<file path="config.mk">
export PLATFORM = sky130hd
export DESIGN_NAME = fetch_sequencer
export DESIGN_NICKNAME = d
export VERILOG_FILES = /design/src/rtl/fetch_sequencer.sv
export SDC_FILE = /design/constraint.sdc
export NUM_CORES = 1
export LEC_CHECK = 0
export BUFFER_PORTS_ARGS = -buffer_cell sky130_fd_sc_hd__buf_4
export CORE_UTILIZATION = 41
export DETAILED_ROUTE_END_ITERATION = 7
export PLACE_DENSITY = 0.78
export RECOVER_POWER = 25
export REMOVE_ABC_BUFFERS = 1
export SLEW_MARGIN = 5
export SYNTH_ARGS = -nofsm -noshare
export SYNTH_HDL_FRONTEND = slang
export SYNTH_SLANG_ARGS = --single-unit
</file>
<file path="constraint.sdc">
create_clock -name clk -period 1.55 [get_ports clk]
set_input_delay 0.155 -clock clk [delete_from_list [all_inputs] [get_ports clk]]
set_output_delay 0.155 -clock clk [all_outputs]
set_load 0.02 [all_outputs]
</file>
<file path="src/rtl/fetch_sequencer.sv">
// Fetch-stage controller: arbitrates branch redirects, multi-cycle holds and load-use stalls
// into PC/program-memory controls. Optional STALL_STATS_EN adds saturating stall/flush counters.
module fetch_sequencer #(
    parameter int ADDR_W       = 16,
    parameter int CNT_W        = 4,
    parameter int FLUSH_CYCLES = 1
) (
    input  logic              clk,
    input  logic              reset,
    input  logic              hz_req,
    input  logic              mc_req,
    input  logic [CNT_W-1:0]  mc_len,
    input  logic              br_req,
    input  logic [ADDR_W-1:0] br_target,
    output logic              pc_mux_sel,
    output logic [ADDR_W-1:0] jmp_loc,
    output logic              stall,
    output logic              stall_pm,
    output logic              flush,
    output logic              busy
`ifdef STALL_STATS_EN
    ,
    output logic [15:0]       stall_cycles,
    output logic [15:0]       flush_cycles
`endif
);

    typedef enum logic [1:0] {
        RUN      = 2'd0,
        HOLD     = 2'd1,
        REDIRECT = 2'd2
    } state_t;

    localparam logic [1:0]       FLUSH_INIT = 2'(FLUSH_CYCLES);
    localparam logic [CNT_W-1:0] CNT_ONE    = CNT_W'(1);

    state_t           state_q, state_d;
    logic [CNT_W-1:0] cnt_q, cnt_d;
    logic [1:0]       fcnt_q, fcnt_d;
    logic             stall_q, stall_d;

    logic stall_int;
    logic flush_int;
    logic pc_sel_int;

    always_comb begin
        // NOTE: every combinational output gets a default first so no path can infer a latch.
        state_d    = state_q;
        cnt_d      = cnt_q;
        fcnt_d     = fcnt_q;
        stall_int  = 1'b0;
        flush_int  = 1'b0;
        pc_sel_int = 1'b0;

        unique case (state_q)
            RUN: begin
                if (br_req) begin
                    pc_sel_int = 1'b1;
                    fcnt_d     = FLUSH_INIT;
                    state_d    = REDIRECT;
                end else if (mc_req && (mc_len != '0)) begin
                    stall_int = 1'b1;
                    cnt_d     = mc_len;
                    state_d   = HOLD;
                end else if (mc_req || hz_req) begin
                    stall_int = 1'b1;
                end
            end
            HOLD: begin
                // A resolved branch overrides the hold; the held op is squashed with it.
                if (br_req) begin
                    pc_sel_int = 1'b1;
                    cnt_d      = '0;
                    fcnt_d     = FLUSH_INIT;
                    state_d    = REDIRECT;
                end else begin
                    stall_int = 1'b1;
                    cnt_d     = cnt_q - CNT_ONE;
                    if (cnt_q <= CNT_ONE) begin
                        state_d = RUN;
                    end
                end
            end
            REDIRECT: begin
                // Requests arriving here belong to shadow instructions being flushed.
                flush_int = 1'b1;
                fcnt_d    = fcnt_q - 2'd1;
                if (fcnt_q <= 2'd1) begin
                    state_d = RUN;
                end
            end
            default: begin
                state_d = RUN;
            end
        endcase

        stall_d = stall_int;
    end

    always_ff @(posedge clk or negedge reset) begin
        if (!reset) begin
            state_q <= RUN;
            cnt_q   <= '0;
            fcnt_q  <= '0;
            stall_q <= 1'b0;
        end else begin
            // NOTE: sequential state uses non-blocking assignments so all flops update together.
            state_q <= state_d;
            cnt_q   <= cnt_d;
            fcnt_q  <= fcnt_d;
            stall_q <= stall_d;
        end
    end

    // Outputs are gated by reset so they drop the instant reset asserts, not at the next edge.
    assign pc_mux_sel = reset & pc_sel_int;
    assign jmp_loc    = pc_mux_sel ? br_target : '0;
    assign stall      = reset & stall_int;
    assign stall_pm   = reset & (stall_int | stall_q);
    assign flush      = reset & flush_int;
    assign busy       = reset & (state_q != RUN);

`ifdef STALL_STATS_EN
    logic [15:0] stall_cycles_q, stall_cycles_d;
    logic [15:0] flush_cycles_q, flush_cycles_d;

    always_comb begin
        stall_cycles_d = stall_cycles_q;
        flush_cycles_d = flush_cycles_q;
        if (stall_int && (stall_cycles_q != 16'hFFFF)) begin
            stall_cycles_d = stall_cycles_q + 16'd1;
        end
        if (flush_int && (flush_cycles_q != 16'hFFFF)) begin
            flush_cycles_d = flush_cycles_q + 16'd1;
        end
    end

    always_ff @(posedge clk or negedge reset) begin
        if (!reset) begin
            stall_cycles_q <= '0;
            flush_cycles_q <= '0;
        end else begin
            stall_cycles_q <= stall_cycles_d;
            flush_cycles_q <= flush_cycles_d;
        end
    end

    assign stall_cycles = stall_cycles_q;
    assign flush_cycles = flush_cycles_q;
`endif

endmodule

</file>
* After elaboration in Yosys (flattened, before gate mapping) *
Index checks and enable logic that the tools add are counted.

storage, ports and cells
  register bits = 9
  word-level logic and storage cells = 54
  input port bits = 25

operators by class
  reductions and logical operators = 11
  add/sub/neg operators = 2
  eq/ne operators = 8
  bitwise logic cells = 6
  mux-type cells = 21
  $lt $le $gt $ge = 2

operators by type and width
  kind                                                            count
  2-to-1 mux 16 bit                                               1
  2-to-1 mux 2 bit                                                6
  2-to-1 mux 4 bit                                                3
  case mux 4 bit (2 select lines)                                 1
  2-to-1 mux 1 bit                                                7
  inequality test 2 bit, second input constant                    3
  inequality test 3 bit, second input constant                    2
  case mux 2 bit (3 select lines)                                 1
  AND reduction 3 bit                                             2
  nonzero test 2 bit                                              3
  AND 1 bit                                                       5
  less-or-equal comparator 4 x 1 -> 1 bit, second input constant  1
  case mux 2 bit (2 select lines)                                 1
  nonzero test 4 bit                                              1
  subtractor 4 x 1 -> 4 bit, second input constant                1
  equality test 2 x 1 -> 1 bit, second input constant             1
  equality test 2 bit, second input constant                      1
  less-or-equal comparator 2 x 1 -> 1 bit, second input constant  1
  zero test 2 bit                                                 1
  inequality test 2 x 1 -> 1 bit, second input constant           1
  case mux 1 bit (2 select lines)                                 1
  AND reduction 2 bit                                             1
  OR reduction 2 bit                                              1
  subtractor 2 x 1 -> 2 bit, second input constant                1
  other kinds (3)                                                 3

* Longest topological paths before layout *
Gate-level depths: netlist (run 1).

  depth in word-level cells = 7
  depth in mapped cells = 5
  mapped depth without buffers = 5

* Worst setup path before layout (run 1) *
No wires, ideal clock.

  kind = register -> output
  from = reg state_q[1]
  to = out stall
  path slack = 0.278 ns
  buffers on the path = 1
  arrival time = 1.117 ns
  cell stages (with the launch flop) = 5
  path through = dfrtp_1 or2_1 buf_2 nor2_2 and2_1

on the way
  word-level cells in the longest chain between the ends = 3

RTL lines
  what                                                                    line  text
  start, declared                                                         37    state_t state_q, state_d;
  start signal, assigned                                                  108   state_q <= state_d;
  equality test 2 x 1 -> 1 bit / zero test 2 bit (equally long branches)  55    unique case (state_q)
  case mux 1 bit (2 select lines) (*)                                     55
  net stall_d                                                             40    logic stall_q, stall_d;
  AND 1 bit (*)                                                           118   assign stall = reset & stall_int;
  end, declared                                                           17    output logic stall,

The timed path passes the listed nets; every way through them passes the cells marked *.

* Worst setup path in the final report (run 1) *
Same ends and word-level chain as after synthesis.

==> results.py, run 1 <==
metrics = {
    "clocking": {
        "clk_pin_slew_ns": 0.06,
        "clock_path_buffers": 2,
        "cts_max_level": 1,
        "cts_num_sinks": 9,
        "cts-buffers-inserted": 3,
        "clockRootBuffer": "clkbuf_4",
        "insertion_delay_ns": 0.27,
        "cts_tree": "done",
    },
    "timing": {
        "hold_violations": 0,
        "tightest_slew_ns": 0.4189,
        "fin_setup_tns_ns": 0,
        "setup_viol": 0,
        "max_slew_margin": 0.7198,
        "period_minus_slack_ns": 1.483,
        "rsz0062_at_grt": "false",
        "slew_violations": 0,
        "fin_crit_sh": 0.9571,
        "fin_skew_ns": 0.007547,
        "fmax_mhz": 674.1,
    },
    "logic_synthesis": {
        "synth_area_um2": 714.4,
        "synthTopCellsByArea": "dfrtp_1 (32%), and2_1 (15%), ha_1 (5.3%)",
        "synthCells": 79,
        "yosysTopAreaCell": "dfrtp_1",
        "yosysSeqAreaShare": 0.3152,
        "synth_edf_count": 0,
        "synth_most_common_cell": "and2_1",
        "ys_async_sr_fraction": 1.000,
        "synth.top_cell.area_share": 0.3152,
        "ys_seq_elements": 9,
        "synth_cell_types": 31,
        "yosysWarnings": 0,
        "avgSynthCellArea_um2": 9.043,
        "ys.flop_type": "dfrtp_1",
        "synth.top_cells.by_count": "and2_1 (17), dfrtp_1 (9), nor2_1 (5), a21oi_1 (4), o211ai_1 (4)",
    },
    "global_route": {
        "grt_max_degree": 18,
        "antenna_found_initial": 0,
        "grt_pass1_wl_um": 2670,
        "grt_usage": 0.1930,
        "gr-total-overflow": 0,
        "grt_pass1_vias": 639,
    },
    "detailed_routing": {
        "final_antenna_net_count": 0,
        "routedWlPerCell_um": 12.25,
        "drt_iter0_drc": 20,
        "drc": 7,
        "dr.pass1.iters": 6,
        "viasPerCell": 5.473,
        "wirelength_um": 1788,
        "via_count": 799,
    },
    "floorplanning": {
        "die_w_um": 43.75,
        "dieArea_um2": 1914,
        "start_util": 0.4583,
        "fp.coreArea_um2": 1559,
        "ios": 46,
        "die_h_um": 43.75,
        "rows": 14,
    },
    "power": {
        "ir_worst_vdd_mv": 0.7625,
        "combinationalPowerShare": 0.494,
        "pwr-share-seq": 0.348,
        "clockPowerShare": 0.157,
        "p_int_mw": 0.7252,
        "p_sw_frac": 0.3847,
        "p_leak_nw": 0.5696,
        "cellPowerDensity_nw_per_um2": 1017,
        "p_switching_mw": 0.4535,
    },
    "final_layout": {
        "areaGrowthSynthToFinish_pct": 62.17,
        "instances_no_fill": 146,
        "fin_nets": 159,
        "final_util": 0.7432,
        "drive_gt1_frac": 0.4846,
        "n_antenna_cell": 0,
    },
    "placement": {
        "dp.cells": 137,
        "dp_hpwl_um": 1322,
        "place_congestion": 0.8963,
        "numPortBuffers": 45,
    },
    "status": {
        "violations": "design-rule violations",
        "status": "finished with violations",
    },
    "setup_path": {
        "path_cells": "or2_4, nor2_4, and2_4, buf_6",
        "crit_type": "flop to primary output",
        "crit_path_end_kind": "primary output",
        "worstPathRequired_ns": 1.39,
        "critPathSlowestCell": "dfrtp_1",
        "crit_arrival_ns": 1.33,
        "crit_fanout": 4,
        "slowest_delay_ns": 0.42,
        "worstSetupStartpointType": "flop",
    },
    "hold_path": {
        "hp-class": "input pin to flop",
    },
    "flow_run": {
        "cap_violations": 0,
    },
}
[cells in the final DEF (no fill, tap or decap), types with 2 or more instances in the layout]
cell	n
ha_1	3
clkbuf_1	2
dfrtp_1	8
and2_1	16
buf_6	2
nand4_1	2
o211ai_1	4
inv_1	3
o21a_1	2
clkbuf_4	3
o311ai_1	2
a21oi_1	4
buf_4	46
inv_2	2
nand2_1	3
nor2_1	5
xnor2_1	2
[logic make-up (layout without fill, tap and decap cells)]
family / after synthesis / in the layout / share of synthesized area
adder cells (fa/ha/maj): 3 / 3 / 0.05255
multiplexers: 1 / 1 / 0.01576
flip-flops: 9 / 9 / 0.3152
AND/OR/NAND/NOR: 36 / 36 / 0.3135
AO/OA/AOI/OAI: 18 / 18 / 0.2032
buffers and inverters: 9 / 60 / 0.06304
XOR/XNOR: 3 / 3 / 0.03678
[power by group through the flow]
stage	logic (mW)	clock network, mW	registers, mW
4_1_cts	0.556	0.190	0.411
5_1_grt	0.643	0.203	0.420
6_report	0.583	0.186	0.410
3_5_place_dp	0.536	0	0.415
2_1_floorplan	0.359	0	0.400
3_3_place_gp	0.523	0	0.416
[timing repair]
action / 4_1_cts / 5_1_grt
pin swaps: 2 / 2
setup buffers: 1 / 3
hold endpoints to repair: 9 / 0
endpoints found under the setup margin: 18 / 3
resized for setup: 2 / 6
hold buffers: 1 / 0
[flip-flops by register name, summed over array words and instances (netlist names)]
signal   flops
stall_q      1
state_q      2
fcnt_q       2
cnt_q        4
[layer usage]
layer,routed length [um],vias up,track usage
met3,247,6,0.05833
met5,0,-,0
met2,846,58,0.3075
met1,648,358,0.2211
met4,45,0,0.1313
li1,-,377,-
[metrics by stage]
step	cell area [um2]	hold slack, ns	total power [mW]	setup slack (ns)
floorplan	688.2	-0.1406	0.7590	0.1115
global placement	1054	0.002036	0.9396	0.2379
detailed placement	1054	0.004418	0.9509	0.2016
CTS	1117	0.1583	1.157	0.004870
global route	1159	0.1815	1.266	0.004222
finish	1159	0.1772	1.179	0.06655
[final timing paths]
check / from / end / slack (ns) / cells past startpoint
max in group asynchronous: reset / state_q[0]$_DFFE_PN0P_ / 0.69 / 2
min reg2reg: fcnt_q[0]$_DFFE_PN0P_ / fcnt_q[0]$_DFFE_PN0P_ / 0.59 / 2
max reg2reg: state_q[1]$_DFFE_PN0P_ / cnt_q[2]$_DFFE_PN0P_ / 0.30 / 4
min: hz_req / stall_q$_DFF_PN0_ / 0.18 / 3
min in group asynchronous: reset / cnt_q[1]$_DFFE_PN0P_ / 0.54 / 2
max: state_q[1]$_DFFE_PN0P_ / stall / 0.07 / 4
[critical path: cells and delay by family (launching register included)]
family	cells	cell delay, ns
AND/OR/NAND/NOR	3	0.55
flip-flops	1	0.42
buffers and inverters	1	0.11
[layout make-up]
cell class | instances | area [um2]
multi-input combinational | 61 | 465.4
timing repair buffer | 51 | 401.6
fill | 123 | 400.4
sequential | 9 | 226.5
clock buffer | 4 | 26.28
tap | 16 | 20.02
inverter | 5 | 18.77
Note: power is estimated with default switching activity, not from simulation.
==> run 2, diff against run 1 <==
ABC_AREA = 1   (was unset)
SKIP_LAST_GASP = 1   (was unset)
==> results.py, run 2 <==
metrics = {
    "status": {
        "status": "finished with violations",
        "violations": "design-rule violations",
    },
    "logic_synthesis": {
        "yosysTopAreaCell": "dfrtp_1",
        "synth_cell_types": 19,
        "synth.top_cells.by_count": "nand2_1 (25), inv_1 (24), nor2_1 (24), dfrtp_1 (9), o21ai_0 (8)",
        "yosysWarnings": 0,
        "synth.top_cell.area_share": 0.3175,
        "avgSynthCellArea_um2": 6.334,
        "synth_area_um2": 709.4,
        "ys.flop_type": "dfrtp_1",
        "yosysSeqAreaShare": 0.3175,
        "synthTopCellsByArea": "dfrtp_1 (32%), nand2_1 (13%), inv_1 (13%)",
        "ys_async_sr_fraction": 1.000,
        "synthCells": 112,
        "synth_most_common_cell": "nand2_1",
        "ys_seq_elements": 9,
        "synth_edf_count": 0,
    },
    "final_layout": {
        "fin_area_um2": 1121,
        "top_regs": "cnt_q (4), fcnt_q (2), state_q (2)",
        "regMostFlops": "cnt_q",
        "n_antenna_cell": 0,
        "areaGrowthSynthToFinish_pct": 58.03,
        "fin_nets": 191,
        "instances_no_fill": 178,
        "drive_gt1_frac": 0.3519,
        "largest_reg_flops": 4,
        "fillers": 125,
        "layout_common_cells": "buf_4 (45), nand2_1 (25), inv_1 (24), nor2_1 (24), dfrtp_1 (8)",
        "layout_commonest_cell": "buf_4",
    },
    "clocking": {
        "clk_pin_slew_ns": 0.05,
        "clock_path_buffers": 2,
        "clockRootBuffer": "clkbuf_4",
        "insertion_delay_ns": 0.25,
        "cts_tree": "done",
        "cts-buffers-inserted": 3,
        "cts_num_sinks": 9,
        "cts_max_level": 1,
    },
    "global_route": {
        "grt_pass1_wl_um": 2656,
        "antenna_found_initial": 0,
        "grt_usage": 0.1874,
        "grt_max_degree": 17,
        "gr-total-overflow": 0,
        "grt_pass1_vias": 640,
    },
    "floorplanning": {
        "fp.coreArea_um2": 1559,
        "rows": 14,
        "start_util": 0.4551,
        "ios": 46,
        "dieArea_um2": 1901,
        "die_h_um": 43.60,
        "die_w_um": 43.60,
    },
    "setup_path": {
        "crit_path_end_kind": "primary output",
        "crit_arrival_ns": 1.30,
        "worstPathRequired_ns": 1.39,
        "r2r_start": "cnt_q[0]$_DFFE_PN0P_",
        "reg2reg_depth": 6,
        "cp-endpoint": "jmp_loc[2]",
        "worstSetupStartpointType": "flop",
        "startpoint": "state_q[1]$_DFFE_PN0P_",
        "timing.rr.end": "state_q[0]$_DFFE_PN0P_",
        "rrSetupSlack_ns": 0.37,
        "crit_fanout": 16,
        "crit_type": "flop to primary output",
    },
    "placement": {
        "dp.cells": 172,
        "numPortBuffers": 45,
        "place_congestion": 0.8942,
        "postPlaceCellArea_um2": 1056,
        "dp_hpwl_um": 1322,
    },
    "timing": {
        "fin_crit_sh": 0.9366,
        "fin_skew_ns": 0.0006820,
        "holdWs_ns": 0.1374,
        "hold_violations": 0,
        "period_minus_slack_ns": 1.452,
        "setup_viol": 0,
        "rsz0062_at_grt": "false",
        "slew_violations": 0,
        "fin_setup_tns_ns": 0,
        "tightest_slew_ns": 0.3739,
        "max_slew_margin": 0.7499,
        "fmax_mhz": 688.8,
    },
    "power": {
        "ir_worst_vdd_mv": 0.8068,
        "p_leak_nw": 0.6804,
        "cellPowerDensity_nw_per_um2": 1059,
    },
    "detailed_routing": {
        "viasPerCell": 4.551,
        "dr.pass1.iters": 7,
        "drt_iter0_drc": 22,
        "routedWlPerCell_um": 9.045,
        "final_antenna_net_count": 0,
        "drc": 8,
        "wirelength_um": 1610,
        "via_count": 810,
    },
    "hold_path": {
        "hp-class": "input pin to flop",
        "hold_depth": 3,
    },
    "flow_run": {
        "cap_violations": 0,
    },
}
==> run 2: final cells by class <==
class	count	area (um2)	share of cell area
inverters	26	102.6	0.09152
well taps	16	20.02	0.01786
repair buffers	47	351.6	0.3136
flip-flops and latches	9	226.5	0.2020
multi-input cells	76	394.1	0.3516
clock buffers	4	26.28	0.02344
==> run 2: routing by layer <==
metal | GRT usage | up-vias | share of wire
li1 | - | 437 | -
met3 | 0.06250 | 0 | 0.14
met5 | 0 | - | 0
met2 | 0.2985 | 40 | 0.45
met1 | 0.2255 | 333 | 0.40
met4 | 0.09375 | 0 | 0
==> run 2: cells by family (layout without fill, tap and decap cells) <==
family | Yosys count | in the layout | synth area share
adder cells (fa/ha/maj) | 3 | 3 | 0.05292
flip-flops | 9 | 9 | 0.3175
AND/OR/NAND/NOR | 61 | 61 | 0.3810
XOR/XNOR | 1 | 1 | 0.01235
AO/OA/AOI/OAI | 11 | 11 | 0.08290
buffers and inverters | 27 | 77 | 0.1534
==> run 2: worst min-delay path by stage <==
| stage | startpoint | slack, ns | end |
|---|---|---|---|
| after detailed placement | reset | -0.02 | cnt_q[1]$_DFFE_PN0P_ |
| after CTS | hz_req | 0.12 | stall_q$_DFF_PN0_ |
| after global routing | hz_req | 0.13 | stall_q$_DFF_PN0_ |
| after global placement | reset | -0.02 | cnt_q[1]$_DFFE_PN0P_ |
| after floorplan | reset | -0.14 | cnt_q[0]$_DFFE_PN0P_ |
| final | hz_req | 0.14 | stall_q$_DFF_PN0_ |
==> run 2: critical path, stage by stage, from the launching register on <==
cell and delay (ns):
dfrtp_2 0.46, inv_4 0.09, nand2_4 0.06, nor2_4 0.10, inv_4 0.08, nor2_1 0.10
buf_4 0.15
==> run 2: power breakdown <==
part / switching [mW] / internal (mW)
Clock: 0.0673 / 0.0983
Sequential: 0.0905 / 0.328
Combinational: 0.342 / 0.262
Total: 0.499 / 0.688
==> run 2: stage by stage <==
stage / setup WS [ns] / util / total power, mW
4_1_cts: 0.008158 / 0.7039 / 1.175
3_3_place_gp: 0.3009 / 0.6774 / 0.9666
2_1_floorplan: 0.2040 / - / 0.7904
3_5_place_dp: 0.2688 / 0.6774 / 0.9943
5_1_grt: 0.01272 / 0.7191 / 1.308
6_report: 0.09826 / 0.7191 / 1.188
==> run 2: what timing repair did <==
action                                  in CTS  in global routing
endpoints found under the setup margin       1                 17
gates resized for setup                      1                  6
gates cloned                                 0                  0
setup buffers                                0                  1
hold buffers                                 1                  0
hold endpoints to repair                     9                  0
==> run 3, diff against run 2 <==
BUFFER_PORTS_ARGS = -buffer_cell sky130_fd_sc_hd__clkbuf_2   (was -buffer_cell sky130_fd_sc_hd__buf_4)
==> results.py, run 3 (synthesis results as in run 2) <==
metrics = {
    "final_layout": {
        "regMostFlops": "cnt_q",
        "top_regs": "cnt_q (4), fcnt_q (2), state_q (2)",
        "layout_common_cells": "clkbuf_2 (37), nand2_1 (25), inv_1 (24), nor2_1 (24)",
        "areaGrowthSynthToFinish_pct": 43.56,
        "n_antenna_cell": 0,
        "fin_nets": 192,
        "final_util": 0.6533,
        "largest_reg_flops": 4,
        "layout_commonest_cell": "clkbuf_2",
        "drive_gt1_frac": 0.3620,
        "fillers": 145,
    },
    "hold_path": {
        "hp-class": "input pin to flop",
    },
    "clocking": {
        "cts_tree": "done",
        "clk_pin_slew_ns": 0.06,
        "clock_path_buffers": 2,
        "cts-buffers-inserted": 3,
        "clockRootBuffer": "clkbuf_4",
        "insertion_delay_ns": 0.26,
        "cts_max_level": 1,
        "cts_num_sinks": 9,
    },
    "timing": {
        "fin_crit_sh": 0.9609,
        "fmax_mhz": 671.4,
        "max_slew_margin": 0.8095,
        "setup_viol": 0,
        "slew_violations": 0,
        "fin_skew_ns": 0.008691,
        "fin_setup_tns_ns": 0,
        "tightest_slew_ns": 0.2840,
        "period_minus_slack_ns": 1.489,
        "rsz0062_at_grt": "true",
        "hold_violations": 0,
    },
    "floorplanning": {
        "die_w_um": 43.60,
        "fp.coreArea_um2": 1559,
        "rows": 14,
        "ios": 46,
        "start_util": 0.4551,
        "dieArea_um2": 1901,
        "die_h_um": 43.60,
    },
    "detailed_routing": {
        "drt_iter0_drc": 26,
        "final_antenna_net_count": 0,
        "wirelength_um": 1592,
        "via_count": 847,
        "viasPerCell": 4.732,
        "dr.pass1.iters": 7,
        "drc": 8,
        "routedWlPerCell_um": 8.894,
    },
    "global_route": {
        "antenna_found_initial": 0,
        "grtUsageMet3": 0.03333,
        "grt_max_degree": 17,
        "grtUsageMet2": 0.3015,
        "busiest_layer": "met2",
        "globalRouteMet1Util": 0.1984,
        "grt_pass1_wl_um": 2442,
        "grt_usage": 0.1742,
        "grt_pass1_vias": 635,
        "gr-total-overflow": 0,
    },
    "placement": {
        "dp_hpwl_um": 1355,
        "place_congestion": 0.8460,
        "numPortBuffers": 45,
    },
    "setup_path": {
        "crit_type": "flop to primary output",
        "crit_path_end_kind": "primary output",
        "worstSetupStartpointType": "flop",
        "crit_fanout": 5,
        "crit_arrival_ns": 1.33,
        "worstPathRequired_ns": 1.39,
    },
    "power": {
        "p_leak_nw": 0.6624,
        "ir_worst_vdd_mv": 0.9327,
        "finalPower_mw": 1.150,
        "cellPowerDensity_nw_per_um2": 1129,
    },
    "status": {
        "status": "finished with violations",
        "violations": "design-rule violations",
    },
    "flow_run": {
        "cap_violations": 0,
    },
}
[run 3: cell types whose count changed in the layout (fill, tap and decap cells not counted)]
cell / before / now
clkbuf_2: 0 / 37
buf_2: 0 / 5
o31ai_4: 1 / 0
clkbuf_1: 2 / 1
buf_4: 45 / 5
o31ai_2: 0 / 1
o21ai_0: 7 / 8
o21ai_1: 1 / 0
[run 3: timing repair]
| action | CTS | global route |
|---|---|---|
| hold buffers | 1 | 0 |
| pin swaps | 0 | 0 |
| cloned | 0 | 0 |
| setup endpoints to repair | 9 | 17 |
| setup buffers | 0 | 1 |
| hold endpoints to repair | 9 | 0 |
| gates resized for setup | 2 | 14 |
[run 3: through the flow]
| stage | instances | hold WS [ns] | area (um2) | setup slack (ns) |
|---|---|---|---|---|
| finish | 179 | 0.1459 | 1018 | 0.06053 |
| global route | 179 | 0.1481 | 1018 | -0.01359 |
| CTS | 178 | 0.1331 | 993.5 | 0.008163 |
| detailed placement | 173 | 0.08465 | 950.9 | 0.2685 |
| global placement | 173 | 0.08360 | 950.9 | 0.2929 |
| floorplan | 111 | -0.1406 | 698.2 | 0.2040 |
[run 3: cell type report]
cell class              instances  area, um2  share of cell area
multi-input cells              76      385.4              0.3784
repair buffers                 48      257.7              0.2531
flip-flops and latches          9      226.5              0.2224
inverters                      26      102.6              0.1007
clock buffers                   4      26.28             0.02580
well taps                      16      20.02             0.01966
[run 3: path summary, 6_finish.rpt]
check                                       start  cells after the start  slack (ns)                     end
setup reg to reg             cnt_q[0]$_DFFE_PN0P_                      6        0.34  state_q[0]$_DFFE_PN0P_
min in group asynchronous                   reset                      3        0.35    cnt_q[3]$_DFFE_PN0P_
setup / recovery           state_q[0]$_DFFE_PN0P_                      3        0.06                stall_pm
max in group asynchronous                   reset                      3        1.04  state_q[1]$_DFFE_PN0P_
hold / removal                             hz_req                      3        0.15       stall_q$_DFF_PN0_
hold reg to reg             fcnt_q[0]$_DFFE_PN0P_                      1        0.50   fcnt_q[0]$_DFFE_PN0P_
[run 3: critical path: stages (launching register included)]
cell      delay (ns)
dfrtp_1         0.45
o31ai_2         0.35
o21ai_0         0.12
clkbuf_2        0.16
[run 3: power breakdown]
| group | switching [mW] | internal, mW |
|---|---|---|
| registers | 0.0921 | 0.328 |
| logic | 0.336 | 0.224 |
| clock network | 0.0717 | 0.0986 |
| total | 0.500 | 0.650 |
[run 3: per-layer routing]
metal / vias up / part of all wire
met5: - / 0
met4: 0 / 0.010
met3: 2 / 0.13
met2: 50 / 0.47
met1: 356 / 0.39
li1: 439 / -
